===== src/rtl/sample_sequencer_pkg.sv =====
// sample_sequencer_pkg: frame FSM state encoding and filter select codes
package sample_sequencer_pkg;
  typedef enum logic [3:0] {
    IDLE,
    WAIT_TICK,
    ADC_START,
    ADC_WAIT,
    FILT_EN,
    FILT_WAIT,
    DAC_LOAD,
    DAC_START,
    DAC_WAIT
  } state_t;
  localparam logic [1:0] BAJOS = 2'b00;
  localparam logic [1:0] MEDIOS = 2'b01;
  localparam logic [1:0] ALTOS = 2'b10;
  function automatic logic filt_valid(input logic [1:0] f);
    return f inside {BAJOS, MEDIOS, ALTOS};
  endfunction
endpackage


===== src/rtl/sample_sequencer_tick.sv =====
// sample_tick_gen: run-gated sample-period counter, ticks on its last count
module sample_tick_gen #(
  parameter int SAMPLE_DIV = 5000
) (
  input  logic clock_In,
  input  logic Reset,
  input  logic run,
  output logic tick
);
  localparam int W = $clog2(SAMPLE_DIV + 1);
  logic [W-1:0] count;
  assign tick = run && count == W'(SAMPLE_DIV - 1);
  always_ff @(posedge clock_In)
    count <= (!Reset || !run || tick) ? '0 : count + 1'b1;
endmodule


===== src/rtl/sample_sequencer.sv =====
// sample_sequencer: per-sample ADC -> filter -> DAC frame controller with overrun and timeout detection
module sample_sequencer #(
  parameter int SAMPLE_DIV = 5000,
  parameter int FILT_LAT = 4,
  parameter int TIMEOUT = 1023,
  parameter int CNT_W = 16
) (
  input  logic             clock_In,
  input  logic             Reset,
  input  logic             run,
  input  logic [1:0]       filtro_req,
  input  logic             adc_done,
  input  logic             dac_done,
  input  logic             clear_err,
  output logic             adc_start,
  output logic             filt_enable,
  output logic             dac_load,
  output logic             dac_start,
  output logic [1:0]       filtro,
  output logic             busy,
  output logic             overrun,
  output logic             timeout_err,
  output logic [CNT_W-1:0] sample_count
);
  import sample_sequencer_pkg::*;
  state_t state;
  logic tick, adc_cur, adc_prev, dac_cur, dac_prev;
  logic [CNT_W-1:0] wd;
  logic adc_ev, dac_ev, wd_exp;
  assign adc_ev = adc_cur && !adc_prev;
  assign dac_ev = dac_cur && !dac_prev;
  assign wd_exp = wd == CNT_W'(TIMEOUT - 1);
  sample_tick_gen #(.SAMPLE_DIV(SAMPLE_DIV)) u_tick (
    .clock_In(clock_In),
    .Reset(Reset),
    .run(run),
    .tick(tick)
  );
  // wd free-runs; each wait state clears it on entry and also reuses it as the filter latency counter
  always_ff @(posedge clock_In) begin
    if (!Reset) begin
      state <= IDLE;
      wd <= '0;
      adc_cur <= 1'b0;
      adc_prev <= 1'b0;
      dac_cur <= 1'b0;
      dac_prev <= 1'b0;
      adc_start <= 1'b0;
      filt_enable <= 1'b0;
      dac_load <= 1'b0;
      dac_start <= 1'b0;
      filtro <= BAJOS;
      busy <= 1'b0;
      overrun <= 1'b0;
      timeout_err <= 1'b0;
      sample_count <= '0;
    end else begin
      adc_cur <= adc_done;
      adc_prev <= adc_cur;
      dac_cur <= dac_done;
      dac_prev <= dac_cur;
      adc_start <= 1'b0;
      filt_enable <= 1'b0;
      dac_load <= 1'b0;
      dac_start <= 1'b0;
      wd <= wd + 1'b1;
      if (clear_err) begin
        overrun <= 1'b0;
        timeout_err <= 1'b0;
      end
      if (tick && state != WAIT_TICK) overrun <= 1'b1;
      case (state)
        IDLE: if (run) state <= WAIT_TICK;
        WAIT_TICK:
          if (tick) begin
            state <= ADC_START;
            adc_start <= 1'b1;
            busy <= 1'b1;
          end else if (!run) state <= IDLE;
        ADC_START: begin
          wd <= '0;
          state <= ADC_WAIT;
        end
        ADC_WAIT:
          if (adc_ev) begin
            state <= FILT_EN;
            filt_enable <= 1'b1;
          end else if (wd_exp) begin
            timeout_err <= 1'b1;
            busy <= 1'b0;
            state <= WAIT_TICK;
          end
        FILT_EN: begin
          if (filt_valid(filtro_req)) filtro <= filtro_req;
          wd <= '0;
          state <= FILT_WAIT;
        end
        FILT_WAIT:
          if (wd == CNT_W'(FILT_LAT - 1)) begin
            state <= DAC_LOAD;
            dac_load <= 1'b1;
          end
        DAC_LOAD: begin
          state <= DAC_START;
          dac_start <= 1'b1;
        end
        DAC_START: begin
          wd <= '0;
          state <= DAC_WAIT;
        end
        DAC_WAIT:
          if (dac_ev) begin
            sample_count <= sample_count + 1'b1;
            busy <= 1'b0;
            state <= run ? WAIT_TICK : IDLE;
          end else if (wd_exp) begin
            timeout_err <= 1'b1;
            busy <= 1'b0;
            state <= WAIT_TICK;
          end
        default: state <= IDLE;
      endcase
    end
  end
endmodule


===== config.mk =====
export PLATFORM = sky130hd
export DESIGN_NAME = sample_sequencer
export DESIGN_NICKNAME = d
export VERILOG_FILES = /design/src/rtl/sample_sequencer_pkg.sv /design/src/rtl/sample_sequencer_tick.sv /design/src/rtl/sample_sequencer.sv
export SDC_FILE = /design/constraint.sdc
export NUM_CORES = 1
export LEC_CHECK = 0
export ABC_AREA = 1
export BUFFER_PORTS_ARGS = -buffer_cell sky130_fd_sc_hd__buf_2
export CORE_ASPECT_RATIO = 0.75
export CORE_MARGIN = 2
export CORE_UTILIZATION = 55
export CTS_BUF_LIST = sky130_fd_sc_hd__clkbuf_8
export CTS_CLUSTER_SIZE = 25
export DETAILED_ROUTE_END_ITERATION = 8
export HOLD_SLACK_MARGIN = 0.1
export PLACE_DENSITY = 0.82
export REMOVE_ABC_BUFFERS = 1
export SLEW_MARGIN = 40
export SYNTH_ARGS = -nofsm -noshare
export SYNTH_HDL_FRONTEND = slang
export SYNTH_SLANG_ARGS = --single-unit

===== constraint.sdc =====
create_clock -name clock_In -period 1.55 [get_ports clock_In]
set_input_delay 0.2325 -clock clock_In [delete_from_list [all_inputs] [get_ports clock_In]]
set_output_delay 0.2325 -clock clock_In [all_outputs]
set_load 0.1 [all_outputs]

==> results.py, run 1 <==
metrics = {
    "pwr": {
        "power.total_mw": 3.178,
        "p_int_mw": 2.413,
        "ir_drop_mv": 0.6862,
        "power.switching_mw": 0.7648,
        "seq_power_share_pct": 51.3,
        "p_sw_share_pct": 24.07,
        "pwr-share-comb_pct": 5.7,
        "power_density_nw_per_um2": 867.4,
        "leakagePower_nw": 1.561,
        "clockPowerShare_pct": 43.0,
    },
    "clock_tree": {
        "cts_made_buffers": 9,
        "cts.sinks": 62,
        "clockRootBuffer": "clkbuf_8",
        "insertion_delay_ns": 0.35,
        "clockBufferDepth": 2,
        "h-tree-depth": 3,
        "clk_pin_slew_ns": 0.07,
        "tritoncts": "built",
    },
    "cells_and_area": {
        "drive_above_1_share_pct": 22.06,
        "antennaDiodeCount": 0,
        "multi_input_area_um2": 1550,
        "area_growth_pct": 22.36,
        "nNetsFinal": 501,
        "fin_area_um2": 3664,
        "area.sequential_um2": 1255,
        "fill_cells": 478,
    },
    "timing": {
        "slew_violations": 0,
        "fmax_mhz": 667.2,
        "clock_skew_ns": 0.01112,
        "rsz0062_at_grt": "true",
        "finalCriticalPeriod_ns": 1.499,
        "hold_viol_final": 0,
        "slew_headroom_pct": 66.57,
        "worst_slew_pin_slew_ns": 0.5049,
        "post-route-period-util_pct": 96.69,
        "setup_viol": 0,
    },
    "placed_design": {
        "place_area_um2": 3299,
        "dpl.hpwl_um": 4970,
        "port_buffers": 32,
        "gp_congestion": 0.8778,
    },
    "grt": {
        "grt_use_total_pct": 23.50,
        "grt_max_degree": 14,
        "overflow": 0,
        "grt_antenna_before_repair": 0,
        "grt_first_pass_wirelength_um": 10910,
        "grt_pass1_vias": 2521,
    },
    "worst_setup_path": {
        "worstPathCellList": "inv_1 > nand2_1 > nor2_2 > nand2_1 > o21ai_2 > nand3_1 > nand3b_1 > nand2_1 > nor2_1",
        "cp.arrival_ns": 1.78,
        "max_stage_delay_ns": 0.32,
        "r2r_cells": 9,
        "cp-end-kind": "flip-flop",
        "crit_top_cell": "nand2_1",
        "slowest_stage": "dfxtp_1",
        "start_kind": "flip-flop",
        "r2r_start": "state[2]$_SDFFE_PN0P_",
        "crit_fanout": 4,
        "r2r_end": "state[1]$_SDFFE_PN0P_",
        "crit_buf_inv": 1,
        "cp.required_ns": 1.83,
        "rrSetupSlack_ns": 0.05,
        "path_class": "flip-flop to flip-flop",
        "crit_family": "simple AND/OR/NAND/NOR gates",
    },
    "drt": {
        "drcViolationCount": 0,
        "drtAntennaViolNets": 0,
        "drt_iter0_markers": 160,
        "wire_per_inst_um": 12.30,
        "drt-pass1-iter-count": 5,
        "num_vias": 2897,
        "via_per_inst": 5.091,
        "totalWireLength_um": 6998,
    },
    "floorplan": {
        "io_pins": 33,
        "num_rows": 23,
        "dieWidth_um": 89.20,
        "start_util_pct": 56.55,
        "chipHeight_um": 67.90,
        "core_area_um2": 5295,
        "dieArea_um2": 6056,
    },
    "logic_synthesis": {
        "yosys.cell_types.count": 32,
        "syn_inst": 430,
        "synth.avg_cell_area_um2": 6.963,
        "ys_seq_area_share_pct": 41.45,
        "yosysTopAreaCellShare_pct": 41.45,
        "synth_ff_type": "dfxtp_1",
        "netlist_area_um2": 2994,
        "yosysWarnings": 0,
        "synth-edff-count": 0,
        "synth_seq_cells": 62,
        "synthTopCellsByArea": "dfxtp_1 (41%), nand2_1 (12%), inv_1 (7.9%)",
        "synth_async_sr_flop_share_pct": 0,
        "synth.largest_area_cell": "dfxtp_1",
    },
    "run": {
        "drv_cap": 0,
    },
    "min_path": {
        "hold-path-endpoint": "timeout_err$_SDFF_PN0_",
        "hold_path.class": "input port to flip-flop",
        "min_from": "clear_err",
        "hold-path-cell-count": 4,
    },
    "outcome": {
        "status": "finished, final reports clean",
    },
}
==> worst reg2reg max path: cells and delay by family, from the launching register on <==
family	cells	cell delay, ns
AOI/OAI and AO/OA	1	0.11
and+or+nand+nor	7	0.83
DFF	1	0.32
buffers and inverters	1	0.17
==> repair_timing <==
action                                 in CTS  in global routing
gates resized for setup                     1                 38
buffers inserted                            0                  7
pin swaps                                   0                  7
setup endpoints to repair                   1                 24
endpoints found under the hold margin       2                  0
hold buffers                                2                  0
==> kinds of logic after synthesis <==
group                    count (synthesis)  synth area share, %
adder cells (fa/ha/maj)                  4                1.672
buffers and inverters                   69                9.444
AND/OR/NAND/NOR                        232                35.56
flip-flops                              62                41.45
XOR/XNOR                                 7                2.048
AO/OA/AOI/OAI                           56                9.820
==> power by group through the flow <==
stage / sequential, mW / combinational, mW / clock (mW)
global route: 1.63 / 0.200 / 1.46
detailed placement: 1.67 / 0.165 / 0
finish: 1.63 / 0.181 / 1.37
floorplan: 1.68 / 0.0853 / 0
CTS: 1.63 / 0.170 / 1.38
global placement: 1.66 / 0.161 / 0
==> how the worst max path moves through the flow <==
| stage | slack [ns] | cells after the start | to | start |
|---|---|---|---|---|
| floorplan | -0.66 | 8 | sample_count[12]$_SDFFE_PN0P_ | sample_count[0]$_SDFFE_PN0P_ |
| global placement | 0.10 | 8 | u_tick.count[12]$_SDFF_PP0_ | u_tick.count[0]$_SDFF_PP0_ |
| detailed placement | 0.02 | 8 | sample_count[12]$_SDFFE_PN0P_ | sample_count[1]$_SDFFE_PN0P_ |
| CTS | 0.01 | 8 | u_tick.count[12]$_SDFF_PP0_ | u_tick.count[0]$_SDFF_PP0_ |
| global route | -0.07 | 8 | sample_count[9]$_SDFFE_PN0P_ | sample_count[0]$_SDFFE_PN0P_ |
| finish | 0.05 | 9 | state[1]$_SDFFE_PN0P_ | state[2]$_SDFFE_PN0P_ |
==> per-layer routing <==
metal	global-route usage, %	share of wire [%]
met3	7.358	6.0
met2	36.67	45
met5	0	0
met1	31.02	48
met4	8.022	1.1
==> final cells by class <==
| cell class | instances | share of cell area, % |
|---|---|---|
| multi-input combinational | 299 | 42.32 |
| sequential | 62 | 34.26 |
| timing repair buffer | 54 | 9.187 |
| inverter | 63 | 6.455 |
| clock buffer | 9 | 3.381 |
| tap | 75 | 2.561 |
| clock inverter | 7 | 1.844 |
==> synthesized netlist by cell type, types with 2 or more instances <==
| library cell | instances |
|---|---|
| nor2_4 | 2 |
| inv_1 | 63 |
| xor2_1 | 6 |
| nand3_1 | 25 |
| nor3_1 | 16 |
| nand2_1 | 97 |
| dfxtp_1 | 62 |
| nor2_1 | 62 |
| nand4_1 | 8 |
| nor3b_1 | 5 |
| a31oi_1 | 2 |
| a21oi_1 | 33 |
| nand3b_1 | 3 |
| or2_2 | 3 |
| o21a_1 | 3 |
| buf_6 | 3 |
| ha_1 | 4 |
| nor2_2 | 3 |
| o21ai_0 | 16 |
| and3_1 | 2 |
==> stage by stage <==
step | util [%] | hold WS, ns | TNS (ns) | setup slack (ns) | std cells
final | 69.19 | 0.1451 | 0 | 0.05128 | 569
after global routing | 69.19 | 0.1688 | -0.2015 | -0.06572 | 569
after CTS | 66.35 | 0.1438 | 0 | 0.009895 | 562
after detailed placement | 62.31 | 0.4203 | 0 | 0.01903 | 544
after global placement | 62.31 | 0.4116 | 0 | 0.1046 | 544
after floorplan | - | 0.3260 | -5.687 | -0.6607 | 424
==> flip-flops by register name, indices dropped and copies added, names as in the netlist <==
name / cells
dac_start: 1
adc_start: 1
filt_enable: 1
dac_load: 1
adc_cur: 1
overrun: 1
timeout_err: 1
adc_prev: 1
filtro: 2
wd: 16
busy: 1
u_tick.count: 13
dac_prev: 1
dac_cur: 1
sample_count: 16
state: 4
==> placed cells by master, fill, tap and decap left out, types with 2 or more instances in the layout <==
cell           instances
inv_1                 64
or2_2                  3
nor3_1                14
o21ai_2                3
nand4_1                8
nand3b_1               3
buf_2                 31
o21a_1                 3
buf_4                 19
a21oi_1               33
nor2_2                 9
nor2_4                 4
dfxtp_2                8
clkbuf_8               9
dlygate4sd3_1          2
nor2_1                54
dfxtp_1               53
and3_1                 2
o21ai_1                2
ha_2                   2
nand2_1               94
nand2_2                3
a31oi_1                2
clkinv_4               2
o21ai_0               13
xor2_1                 6
nor3b_1                4
nand3_1               25
nor3_2                 2
No activity file was read; power rests on OpenSTA's default activity.
==> inputs of run 2 (changes only) <==
Settings changed: BUFFER_PORTS_ARGS -buffer_cell sky130_fd_sc_hd__buf_2 to -buffer_cell sky130_fd_sc_hd__buf_4, PLACE_DENSITY 0.82 to 0.81, SYNTH_HIERARCHICAL from default to 1.
==> run 2 against run 1 <==
Effect of this change: sequential share of layout area decreased by 2.1 points; combinational power is 3% lower; sequential cell count is the same; hold slack improved by 0.017 ns; largest cell class unchanged.
==> results.py, run 2 <==
metrics = {
    "outcome": {
        "status": "finished, final reports clean",
    },
    "pwr": {
        "pwr-share-comb_pct": 5.2,
        "power.switching_mw": 0.7284,
        "clockPowerShare_pct": 45.9,
        "p_sw_share_pct": 21.78,
        "ir_drop_mv": 0.5863,
        "p_int_mw": 2.615,
        "leakagePower_nw": 1.620,
        "seq_power_share_pct": 48.9,
        "power_density_nw_per_um2": 860.2,
    },
    "worst_setup_path": {
        "crit_family": "simple AND/OR/NAND/NOR gates",
        "crit_buf_inv": 2,
        "start_kind": "flip-flop",
        "cp.depth": 11,
        "slowest_stage": "dfxtp_2",
        "rrSetupSlack_ns": 0.13,
        "cp-end-kind": "flip-flop",
        "r2r_start": "u_tick/count[0]$_SDFF_PP0_",
        "cp.required_ns": 1.82,
        "worstPathCellList": "ha_4 > nand3_1 > nor2_1 > nand2_1 > inv_2 > inv_2 > nand3_2 > o21ai_2 > a21oi_2 > nand2_1 > a21oi_2",
        "max_stage_delay_ns": 0.36,
        "startpoint": "u_tick/count[0]$_SDFF_PP0_",
        "r2r_end": "state[0]$_SDFFE_PN0P_",
        "path_class": "flip-flop to flip-flop",
        "r2r_cells": 11,
        "cp.arrival_ns": 1.70,
        "crit_fanout": 3,
    },
    "logic_synthesis": {
        "synth_async_sr_flop_share_pct": 0,
        "synth-edff-count": 0,
        "yosys.cell_types.count": 36,
        "yosysTopAreaCellShare_pct": 39.46,
        "synth.most_common_cell": "nand2_1",
        "synthTopCellsByArea": "dfxtp_1 (39%), nand2_1 (13%), nor2_1 (8.6%)",
        "synth_ff_type": "dfxtp_1",
        "synth.avg_cell_area_um2": 6.868,
        "synth_seq_cells": 62,
        "synth.largest_area_cell": "dfxtp_1",
        "netlist_area_um2": 3146,
        "yosysWarnings": 6,
        "synth_common_cells": "nand2_1 (110), nor2_1 (72), dfxtp_1 (62)",
        "syn_inst": 458,
        "ys_seq_area_share_pct": 39.46,
    },
    "clock_tree": {
        "insertion_delay_ns": 0.34,
        "cts_made_buffers": 9,
        "clockRootBuffer": "clkbuf_8",
        "h-tree-depth": 3,
        "cts.sinks": 62,
        "tritoncts": "built",
        "clockBufferDepth": 2,
        "clk_pin_slew_ns": 0.06,
    },
    "drt": {
        "wire_per_inst_um": 11.45,
        "drtAntennaViolNets": 0,
        "drt-pass1-iter-count": 5,
        "drt_iter0_markers": 162,
        "num_vias": 2994,
        "drcViolationCount": 0,
        "totalWireLength_um": 6827,
        "via_per_inst": 5.023,
    },
    "grt": {
        "overflow": 0,
        "grt_first_pass_wirelength_um": 11120,
        "met2_usage_pct": 33.83,
        "grt_util_met1_pct": 28.91,
        "grt_use_total_pct": 21.71,
        "grt_max_degree": 19,
        "grtUsageMet3_pct": 7.826,
        "grt_antenna_before_repair": 0,
        "grt_pass1_vias": 2550,
        "gr-max-usage-layer": "met2",
    },
    "timing": {
        "slew_violations": 0,
        "post-route-period-util_pct": 91.85,
        "fmax_mhz": 702.4,
        "setup_tns_ns": 0,
        "hold_viol_final": 0,
        "slew_headroom_pct": 77.73,
        "clock_skew_ns": 0.006304,
        "worst_slew_pin_slew_ns": 0.3322,
        "rsz0062_at_grt": "true",
        "finalCriticalPeriod_ns": 1.424,
        "setup_viol": 0,
    },
    "cells_and_area": {
        "layout_commonest_cell": "nand2_1",
        "nNetsFinal": 528,
        "area_growth_pct": 23.59,
        "reg_top3": "sample_count (16), wd (16), u_tick/count (13)",
        "antennaDiodeCount": 0,
        "drive_above_1_share_pct": 22.26,
        "fill_cells": 447,
        "fin_area_um2": 3887,
        "layout_common_cells": "nand2_1 (110), nor2_1 (69), inv_1 (57)",
        "fin_util_pct": 71.47,
    },
    "min_path": {
        "min_from": "Reset",
        "hold-path-endpoint": "dac_cur$_SDFF_PN0_",
        "hold-path-cell-count": 3,
        "hold_path.class": "input port to flip-flop",
    },
    "floorplan": {
        "core_area_um2": 5439,
        "dieArea_um2": 6347,
        "num_rows": 23,
        "chipHeight_um": 69.50,
        "io_pins": 33,
        "dieWidth_um": 91.33,
        "start_util_pct": 57.83,
    },
    "placed_design": {
        "gp_congestion": 0.8512,
        "dpl.hpwl_um": 4976,
        "place_area_um2": 3548,
        "port_buffers": 32,
    },
    "run": {
        "drv_cap": 0,
    },
}
run 2: kinds of logic (layout without fill, tap and decap cells):
logic type,count (synthesis),after routing,share of synthesized area [%]
XOR/XNOR,11,11,3.063
adder cells (fa/ha/maj),4,4,1.591
flip-flops,62,62,39.46
AND/OR/NAND/NOR,258,258,38.19
AO/OA/AOI/OAI,53,53,8.751
buffers and inverters,70,133,8.950
run 2: area by class of cell:
class	instances	area, µm²	share of cell area, %
flip-flops and latches	62	1251	32.19
repair buffers	52	395.4	10.17
clock buffers	10	137.6	3.540
multi-input cells	326	1687	43.39
clock inverters	6	77.57	1.995
inverters	65	245.2	6.308
well taps	75	93.84	2.414
run 2: power by group through the flow:
stage	Combinational [mW]	Sequential, mW	Clock (mW)
5_1_grt	0.198	1.64	1.64
4_1_cts	0.153	1.63	1.57
3_3_place_gp	0.143	1.66	0
2_1_floorplan	0.0944	1.66	0
6_report	0.175	1.63	1.54
3_5_place_dp	0.148	1.67	0
run 2: worst max-delay path by stage:
stage / endpoint / slack (ns)
after global routing: wd[14]$_SDFF_PP0_ / -0.03
after detailed placement: state[0]$_SDFFE_PN0P_ / 0.02
after floorplan: sample_count[10]$_SDFFE_PN0P_ / -0.56
after global placement: state[0]$_SDFFE_PN0P_ / 0.1
after CTS: state[0]$_SDFFE_PN0P_ / 0.01
final: state[0]$_SDFFE_PN0P_ / 0.13
run 2: metal layers:
metal,routed length (µm),part of all wire (%),vias to the layer above
met4,67,0.98,0
met1,3166,46,1344
met2,3119,46,75
li1,-,-,1567
met5,0,0,-
met3,474,6.9,8
run 2: metrics by stage:
stage	worst slack (ns)	power (mW)	hold slack [ns]	std cells
finish	0.1263	3.344	0.1624	596
global route	-0.02618	3.475	0.1623	596
CTS	0.01376	3.351	0.1451	592
detailed placement	0.02231	1.814	0.4180	574
global placement	0.09512	1.807	0.4121	574
floorplan	-0.5618	1.756	0.3260	453
run 2: tightest hold or removal path: stages:
cell and delay [ns]:
buf_4 0.15, nand2_1 0.06, inv_1 0.04
run 2: what timing repair did:
item,4_1_cts,5_1_grt
endpoints found under the setup margin,0,10
resized for setup,0,26
setup buffers,0,4
endpoints found under the hold margin,2,0
hold buffers,2,0
